<file path="config.mk">
export PLATFORM = sky130hd
export DESIGN_NAME = grant_sequencer
export DESIGN_NICKNAME = d
export VERILOG_FILES = /design/src/rtl/grant_sequencer.sv
export SDC_FILE = /design/constraint.sdc
export NUM_CORES = 1
export LEC_CHECK = 0
export ABC_AREA = 1
export CORE_MARGIN = 3
export CORE_UTILIZATION = 50
export CTS_CLUSTER_DIAMETER = 30
export DETAILED_ROUTE_END_ITERATION = 12
export PLACE_DENSITY = 0.8
export SLEW_MARGIN = 20
export SYNTH_ARGS = -nofsm -noshare
export SYNTH_HDL_FRONTEND = slang
export SYNTH_SLANG_ARGS = --single-unit
</file>
<file path="constraint.sdc">
create_clock -name clk_i -period 4.2 [get_ports clk_i]
set_input_delay 0.84 -clock clk_i [delete_from_list [all_inputs] [get_ports clk_i]]
set_output_delay 0.84 -clock clk_i [all_outputs]
set_load 0.02 [all_outputs]
</file>
<file path="src/rtl/grant_sequencer.sv">
// grant_sequencer: registered one-hot grant holder with hold timeout, optional preemption and timeout masking
module grant_sequencer #(
  parameter int N = 8,
  parameter int PRIO_BITS = 3,
  parameter int HOLD_MAX = 16,
  parameter int PREEMPT = 0
) (
  input  logic                 clk_i,
  input  logic                 rst_i,
  input  logic [N-1:0]         req_i,
  input  logic                 arb_req_i,
  input  logic [$clog2(N)-1:0] arb_sel_i,
  input  logic [PRIO_BITS-1:0] arb_prio_i,
  output logic [N-1:0]         mask_o,
  output logic [N-1:0]         gnt_o,
  output logic                 gnt_valid_o,
  output logic [$clog2(N)-1:0] gnt_sel_o,
  output logic [PRIO_BITS-1:0] gnt_prio_o,
  output logic                 timeout_o
);
  localparam int CW = HOLD_MAX > 0 ? $clog2(HOLD_MAX + 1) : 1;
  localparam logic [CW-1:0] HM1 = CW'(HOLD_MAX > 0 ? HOLD_MAX - 1 : 0);
  typedef enum logic [1:0] {IDLE, GRANT, GAP} state_t;
  state_t state, state_n;
  logic [CW-1:0] cnt, cnt_n;
  logic [N-1:0] gnt_n, mask_n;
  logic [$clog2(N)-1:0] sel_n;
  logic [PRIO_BITS-1:0] prio_n;
  logic to_n, take, rel, tmo, pre, start, stay;
  assign take = arb_req_i && req_i[arb_sel_i];
  assign rel = !req_i[gnt_sel_o];
  assign tmo = HOLD_MAX != 0 && cnt == HM1;
  assign pre = PREEMPT != 0 && arb_req_i && arb_prio_i < gnt_prio_o;
  assign start = state == IDLE && take;
  assign stay = state == GRANT && !rel && !tmo && !pre;
  assign gnt_valid_o = |gnt_o;
  // state and all outputs are registered; reset drops any grant immediately
  always_ff @(posedge clk_i or posedge rst_i) begin
    if (rst_i) begin
      state <= IDLE;
      cnt <= '0;
      gnt_o <= '0;
      gnt_sel_o <= '0;
      gnt_prio_o <= '0;
      mask_o <= '0;
      timeout_o <= 1'b0;
    end else begin
      state <= state_n;
      cnt <= cnt_n;
      gnt_o <= gnt_n;
      gnt_sel_o <= sel_n;
      gnt_prio_o <= prio_n;
      mask_o <= mask_n;
      timeout_o <= to_n;
    end
  end
  // release beats timeout beats preemption; GAP always lasts one cycle
  always_comb begin
    state_n = state == IDLE  ? (take ? GRANT : IDLE) :
              state == GRANT ? (rel || tmo || pre ? GAP : GRANT) : IDLE;
  end
  // next register values; selection and priority read zero whenever no grant is held
  always_comb begin
    sel_n = start ? arb_sel_i : stay ? gnt_sel_o : '0;
    prio_n = start ? arb_prio_i : stay ? gnt_prio_o : '0;
    gnt_n = start || stay ? N'(1) << sel_n : '0;
    cnt_n = stay ? (&cnt ? cnt : cnt + 1'b1) : '0;
    to_n = state == GRANT && !rel && tmo;
    mask_n = (mask_o & req_i) | (to_n ? N'(1) << gnt_sel_o : '0);
  end
endmodule

</file>
==> results of run 1 <==
-- worst reg2reg max path, stage by stage, from the launching register on --
cell and delay (ns):
dfrtp_1 0.42, ha_1 0.22, and3_1 0.20, ha_1 0.22, inv_1 0.18, nand4_1 0.12
o21ai_1 0.16, inv_2 0.10, nand2_2 0.09, nor2_1 0.06
-- cell families after synthesis --
family          after synthesis  share of synthesized area [%]
fa+ha+maj                     3                           2.60
compound gates               17                           6.41
simple gates                 94                           30.6
xor+xnor                      3                           1.82
buf+inv                      22                           6.67
flops                        30                           51.9
-- per-layer routing --
layer	up-vias	share of wire [%]
met3	7	6.3
li1	628	-
met5	-	0
met2	39	50
met1	592	42
met4	0	1.9
-- final cells by class --
cell class / instances / area, um2
Sequential cell: 30 / 751
Fill cell: 194 / 664
Multi-Input combinational cell: 117 / 598
Timing Repair Buffer: 40 / 400
Inverter: 20 / 80.1
Clock buffer: 6 / 51.3
Tap cell: 30 / 37.5
Clock inverter: 1 / 30.0
-- synthesized netlist by cell type, drive strengths merged --
master	count
nand2	58
dfrtp	30
inv	20
nor2	18
o21ai	11
nand3	9
nand4	6
a21oi	3
ha	3
xor2	3
buf	2
nor4	2
o31ai	2
and3	1
o211ai	1
-- path summary, 6_finish.rpt --
path,cells past startpoint,endpoint,slack (ns),start
worst max-delay path,1,gnt_sel_o[0],1.69,gnt_sel_o[0]
worst min-delay path,2,mask_o[5],0.49,mask_o[5]
worst max register to register,9,gnt_o[1],2.33,cnt[0]
worst min register to register,2,mask_o[5],0.49,mask_o[5]
max in group asynchronous,2,mask_o[1],2.88,rst_i
min in group asynchronous,2,gnt_sel_o[2],0.91,rst_i
-- through the flow --
stage / setup WS, ns / cells
after floorplan: 2.47 / 169
after global placement: 1.80 / 237
after detailed placement: 1.78 / 237
after CTS: 1.66 / 244
after global routing: 1.61 / 244
final: 1.69 / 244
-- state kept, by name (all words and copies together) (netlist names) --
signal and cells:
timeout_o 1, gnt_o 8, gnt_prio_o 3, cnt 5, state 2, gnt_sel_o 3
mask_o 8
-- power by group --
| group | internal (mW) | switching (mW) | total, mW | leakage [nW] |
|---|---|---|---|---|
| combinational | 0.112 | 0.166 | 0.278 | 0.481 |
| sequential | 0.320 | 0.0338 | 0.354 | 0.413 |
| clock | 0.139 | 0.0943 | 0.233 | 0.0443 |
==> flow_summary_export.csv, run 1 <==
group,metric,value,unit
routing,vias,1266,
die,fp.dieH,59.8,um
timing,worst_slew_pin_slew,0.618,ns
routing,via_per_inst,5.19,
routing,drt_pass1_iterations,4,
setup_path,critical_path_required,3.36,ns
layout,mostFrequentLayoutCells,"nand2_1, clkdlybuf4s50_1, dfrtp_1",
timing,drv_slew,0,
clocking,clockBufferDepth,2,
global_routing,antenna_found_initial,0,
timing,relSlewSlack,58.8,%
global_routing,met2_usage,36.0,%
die,start_util,55.3,%
place,dpl_cell_area,1870,um2
setup_path,crit_path_max_incr_delay,0.70,ns
timing,finalHoldViolations,0,
layout,drive_gt1_share,9.35,%
global_routing,grt_pass1_wl,5610,um
clocking,cts_tree,"done",
timing,finalSetupViolations,0,
timing,whs,0.487,ns
logic_synthesis,synth_area_leader_cell,"dfrtp_1",
setup_path,critPathKind,"reg -> out",
global_routing,grt_pass1_vias,1314,
die,row_count,18,
layout,utilization,74.6,%
outcome,status,"finished clean",
timing,fin_setup_tns,0,ns
setup_path,cpMaxStageDelayCell,"clkdlybuf4s50_1",
routing,drt-wirelength-per-cell,13.5,um
setup_path,worstSetupEndpointType,"output port",
clocking,postCtsSetupRepairBufs,0,
timing,fin_crit,2.51,ns
routing,antenna_left,0,
global_routing,use_met3,6.26,%
routing,drc,0,
pwr,leakagePower,0.938,nW
place,numPortBuffers,40,
routing,wirelength,3300,um
clocking,cts_root_buf,"clkbuf_4",
clocking,worstSkewPairLatency,0.32,ns
pwr,p_per_area,444,nW/um2
die,die_w,59.8,um
logic_synthesis,syn-num-nets,189,
layout,layout.nets,234,
global_routing,busiest_layer,"met2",
clocking,cts_hold_buf,0,
layout,layout_commonest_cell,"nand2_1",
clocking,clkSinkCount,30,
logic_synthesis,yosys.area.top_type_share,51.9,%
logic_synthesis,synthDistinctLibCells,23,
timing,rsz0062_at_grt,"false",
timing,post-route-period-util,59.8,%
layout,final_area,1950,um2
global_routing,grt_use_met1,24.4,%
global_routing,overflow,0,
timing,finClkSkew,0.0115,ns
pwr,peakVddDrop,0.380,mV
die,core-area,2610,um2
layout,area_growth,34.8,%
timing,fmax,0.398,GHz
logic_synthesis,synth_area,1450,um2
global_routing,grt_max_degree,31,
logic_synthesis,ys_top_cells_by_area,"dfrtp_1, nand2_1, inv_1, nor2_1, o21ai_0",
setup_path,start_kind,"register",
place,gp_congestion,0.782,
die,dieArea,3570,um2
layout,antenna_cells,0,
place,dp_hpwl,2480,um
pwr,power,0.865,mW
setup_path,worstPathCellList,"clkdlybuf4s50_1",
flow_run,max_cap_viol_count,0,
logic_synthesis,synth-seq-area-share,51.9,%
logic_synthesis,yosys_warnings,0,
clocking,htree_levels,2,
logic_synthesis,syn_avg_cell_area,8.55,um2
logic_synthesis,ys_seq_elements,30,
clocking,clk_pin_slew_worst_paths,0.10,ns
setup_path,critPathTopFamily,"buffers and inverters",
routing,drt_iter0_markers,40,
die,num_io_pins,41,
setup_path,crit_buf_inv,1,
clocking,cts_buffers,5,
setup_path,critPathArrivalTime,1.67,ns
min_path,min_path_type,"reg -> reg",
setup_path,crit_fanout,11,
clocking,cts_resized,0,
global_routing,grtUsageTotal,20.8,%
logic_synthesis,syn_inst,169,
(Power assumes the default switching activity.)
==> run 2, diff against run 1 <==
- CORE_UTILIZATION: 50 -> 47
- PLACE_DENSITY: 0.8 -> 0.76
- clock period: 4.2 -> 2.42 ns (I/O delays scaled with it)
==> flow_summary_export.csv, run 2 (synthesis gave the netlist of run 1 again) <==
group,metric,value,unit
outcome,status,"finished clean",
global_routing,grt_use_met1,22.0,%
die,core-area,2850,um2
pwr,p_per_area,818,nW/um2
die,dieArea,3780,um2
routing,drt_pass1_iterations,4,
timing,fin_setup_tns,0,ns
layout,layout_commonest_cell,"nand2_1",
timing,finClkSkew,0.00471,ns
timing,whs,0.488,ns
global_routing,grt_max_degree,31,
setup_path,rr_worst_depth,9,
setup_path,crit_fanout,2,
global_routing,grt_pass1_vias,1198,
timing,fin_ws,0.273,ns
clocking,clk_pin_slew_worst_paths,0.10,ns
timing,fin_crit,2.15,ns
clocking,cts_hold_buf,0,
timing,drv_slew,0,
timing,relSlewSlack,70.9,%
clocking,clkSinkCount,30,
die,start_util,50.7,%
layout,multi_input_area,598,um2
die,num_io_pins,41,
layout,fill_cells,247,
setup_path,r2r-end,"gnt_o[0]",
routing,drt-wirelength-per-cell,12.9,um
global_routing,grt_pass1_wl,5150,um
layout,final_cell_count_no_fill,247,
global_routing,use_met3,6.71,%
timing,rsz0062_at_grt,"false",
setup_path,timing.rr.start,"cnt[0]",
layout,final_area,1990,um2
routing,drc,0,
clocking,htree_levels,2,
layout,area_growth,37.5,%
layout,mostFrequentLayoutCells,"nand2_1, clkdlybuf4s50_1, dfrtp_1",
layout,regArea,751,um2
global_routing,grtUsageTotal,19.2,%
routing,drt_iter0_markers,44,
place,numPortBuffers,40,
setup_path,start_kind,"register",
die,row_count,19,
timing,finalSetupViolations,0,
place,dpl_cell_area,1880,um2
clocking,cts_tree,"done",
clocking,cts_resized,0,
routing,antenna_left,0,
setup_path,critical_path_required,1.94,ns
clocking,postCtsSetupRepairBufs,0,
global_routing,met2_usage,33.1,%
setup_path,cp-endpoint,"gnt_valid_o",
timing,fmax,0.466,GHz
min_path,min_path_type,"reg -> reg",
flow_run,max_cap_viol_count,0,
layout,antenna_cells,0,
layout,layout.nets,235,
layout,drive_gt1_share,9.72,%
global_routing,busiest_layer,"met2",
place,dp.cells,239,
die,fp.dieH,61.5,um
pwr,leakagePower,0.958,nW
layout,reg_top3,"gnt_o x8, mask_o x8, cnt x5",
place,dp_hpwl,2410,um
routing,vias,1261,
place,gp_congestion,0.798,
place,pre_cts_ws,0.371,ns
timing,post-route-period-util,88.7,%
global_routing,antenna_found_initial,0,
setup_path,worstSetupEndpointType,"output port",
die,die_w,61.5,um
setup_path,rrSetupSlack,0.54,ns
timing,worst_slew_pin_slew,0.436,ns
setup_path,critPathArrivalTime,1.66,ns
setup_path,worstSetupStartpoint,"gnt_o[1]",
min_path,hp-start,"mask_o[4]",
pwr,power,1.62,mW
pwr,peakVddDrop,0.618,mV
clocking,worstSkewPairLatency,0.33,ns
routing,wirelength,3180,um
timing,finalHoldViolations,0,
global_routing,overflow,0,
clocking,clockBufferDepth,2,
routing,via_per_inst,5.11,
setup_path,critPathKind,"reg -> out",
clocking,cts_root_buf,"clkbuf_4",
layout,utilization,69.6,%
clocking,cts_buffers,5,
==> run 2: layout make-up <==
| type | instances | share of cell area (%) |
|---|---|---|
| flip-flops and latches | 30 | 37.8 |
| multi-input cells | 117 | 30.1 |
| repair buffers | 41 | 20.5 |
| inverters | 20 | 4.03 |
| clock inverters | 2 | 3.02 |
| clock buffers | 6 | 2.58 |
| well taps | 31 | 1.95 |
==> run 2: worst min-delay path by stage <==
| stage | to | slack (ns) | cells past startpoint |
|---|---|---|---|
| 3_5_place_dp | mask_o[4] | 0.47 | 2 |
| 2_1_floorplan | cnt[3] | 0.51 | 2 |
| 4_1_cts | mask_o[4] | 0.50 | 2 |
| 3_3_place_gp | mask_o[6] | 0.47 | 2 |
| 6_report | mask_o[4] | 0.49 | 2 |
| 5_1_grt | gnt_prio_o[1] | 0.53 | 2 |
==> run 2: critical path, cell delays in order (launching register included) <==
cell	delay, ns
dfrtp_1	0.39
nor4_1	0.32
nand2_1	0.09
clkdlybuf4s50_1	0.54
==> run 2: layer usage <==
layer / vias to the layer above / part of all wire [%]
li1: 639 / -
met1: 574 / 41
met2: 43 / 50
met3: 5 / 7.3
met4: 0 / 1.5
met5: - / 0
==> run 2: report_power, final <==
| part | internal [mW] | leakage (nW) | switching [mW] |
|---|---|---|---|
| Combinational | 0.195 | 0.487 | 0.291 |
| Sequential | 0.556 | 0.413 | 0.0569 |
| Clock | 0.350 | 0.0585 | 0.175 |
==> run 3, diff against run 2 <==
- CTS_CLUSTER_SIZE: default -> 12
- GPL_TIMING_DRIVEN: default -> 0
==> flow_summary_export.csv, run 3 (synthesis gave the netlist of run 1 again) <==
group,metric,value,unit
outcome,status,"finished clean",
routing,drt_iter0_markers,59,
layout,mostFrequentLayoutCells,"nand2_1, clkdlybuf4s50_1, dfrtp_1",
setup_path,critical_path_required,1.94,ns
timing,worst_slew_pin_slew,0.628,ns
place,dp_hpwl,2390,um
timing,finClkSkew,0.00464,ns
clocking,postCtsSetupRepairBufs,0,
clocking,cts_hold_buf,0,
setup_path,worstSetupEndpointType,"output port",
timing,rsz0062_at_grt,"false",
routing,drt_pass1_iterations,4,
flow_run,max_cap_viol_count,0,
timing,finalSetupViolations,0,
timing,fin_crit,2.15,ns
place,dpl_cell_area,1880,um2
routing,antenna_left,0,
pwr,leakagePower,0.945,nW
layout,antenna_cells,0,
timing,drv_slew,0,
routing,drt-wirelength-per-cell,13.0,um
die,core-area,2850,um2
clocking,cts_root_buf,"clkbuf_4",
layout,regArea,751,um2
clocking,htree_levels,2,
place,numPortBuffers,40,
layout,final_cell_count_no_fill,248,
die,num_io_pins,41,
clocking,clk_pin_slew_worst_paths,0.09,ns
timing,fin_setup_tns,0,ns
timing,post-route-period-util,88.9,%
timing,finalHoldViolations,0,
layout,layout_commonest_cell,"nand2_1",
place,dp.cells,240,
die,die_w,61.5,um
routing,wirelength,3210,um
clocking,clkSinkCount,30,
die,fp.dieH,61.5,um
clocking,cts_buffers,5,
routing,vias,1287,
global_routing,overflow,0,
layout,reg_top3,"gnt_o x8, mask_o x8, cnt x5",
layout,final_area,1960,um2
pwr,peakVddDrop,0.513,mV
setup_path,crit_fanout,2,
routing,drc,0,
setup_path,critPathArrivalTime,1.67,ns
global_routing,grt_max_degree,31,
die,dieArea,3780,um2
global_routing,grt_pass1_vias,1293,
layout,multi_input_area,598,um2
layout,utilization,68.7,%
clocking,cts_resized,0,
pwr,power,1.49,mW
global_routing,grt_pass1_wl,5400,um
clocking,worstSkewPairLatency,0.33,ns
clocking,clockBufferDepth,2,
die,row_count,19,
timing,relSlewSlack,58.1,%
place,gp_congestion,0.853,
setup_path,critPathKind,"reg -> out",
clocking,cts_tree,"done",
layout,drive_gt1_share,9.68,%
global_routing,grtUsageTotal,19.7,%
global_routing,antenna_found_initial,0,
min_path,min_path_type,"reg -> reg",
pwr,p_per_area,763,nW/um2
layout,layout.nets,236,
layout,area_growth,35.6,%
routing,via_per_inst,5.19,
timing,fmax,0.465,GHz
layout,fill_cells,247,
die,start_util,50.7,%
setup_path,start_kind,"register",
==> run 3: cell count changes in the layout (fill, tap and decap cells not counted) <==
| cell | change |
|---|---|
| buf_6 | +1 |
| clkbuf_8 | -1 |
| inv_2 | +1 |
| inv_1 | -1 |
| buf_4 | -1 |
| clkbuf_1 | +2 |
| buf_2 | +1 |
| bufinv_16 | -1 |
==> run 3: cell type report <==
type / count / area share, %
multi-input cells: 117 / 30.5
plain buffers: 2 / 0.830
well taps: 31 / 1.98
repair buffers: 40 / 20.4
flip-flops and latches: 30 / 38.3
clock buffers: 7 / 2.30
clock inverters: 1 / 1.53
inverters: 20 / 4.09
==> run 3: report_power, final <==
part / leakage [nW] / switching [mW] / internal, mW / total [mW]
Sequential: 0.413 / 0.0424 / 0.557 / 0.599
Clock: 0.0395 / 0.165 / 0.219 / 0.384
Combinational: 0.492 / 0.310 / 0.202 / 0.512
==> run 3: critical path: stages (launching register included) <==
cell and delay [ns]:
dfrtp_1 0.39, nor4_1 0.32, nand2_1 0.09, clkdlybuf4s50_1 0.54
==> run 3: worst paths after layout <==
path	from	end	slack, ns	depth (start not counted)
min reg2reg	mask_o[5]	mask_o[5]	0.48	2
max reg2reg	cnt[0]	gnt_o[3]	0.57	9
max in group asynchronous	rst_i	mask_o[0]	1.46	2
max	gnt_o[1]	gnt_valid_o	0.27	3
min in group asynchronous	rst_i	gnt_prio_o[0]	0.55	2
min	mask_o[5]	mask_o[5]	0.48	2
==> run 3: per-layer routing <==
metal	wire length [um]	GRT usage (%)	up-vias	share of wire (%)
met5	0	0	-	0
met4	75	8.79	0	2.3
met3	253	7.34	12	7.9
met2	1610	33.2	48	50
met1	1280	22.1	592	40
li1	-	-	635	-
==> run 3: stage by stage <==
step                      hold WS [ns]  setup slack, ns
after floorplan                  0.512            0.739
after global placement           0.465            0.374
after detailed placement         0.471            0.319
final                            0.484            0.269
after global routing             0.521            0.165
after CTS                        0.492            0.247
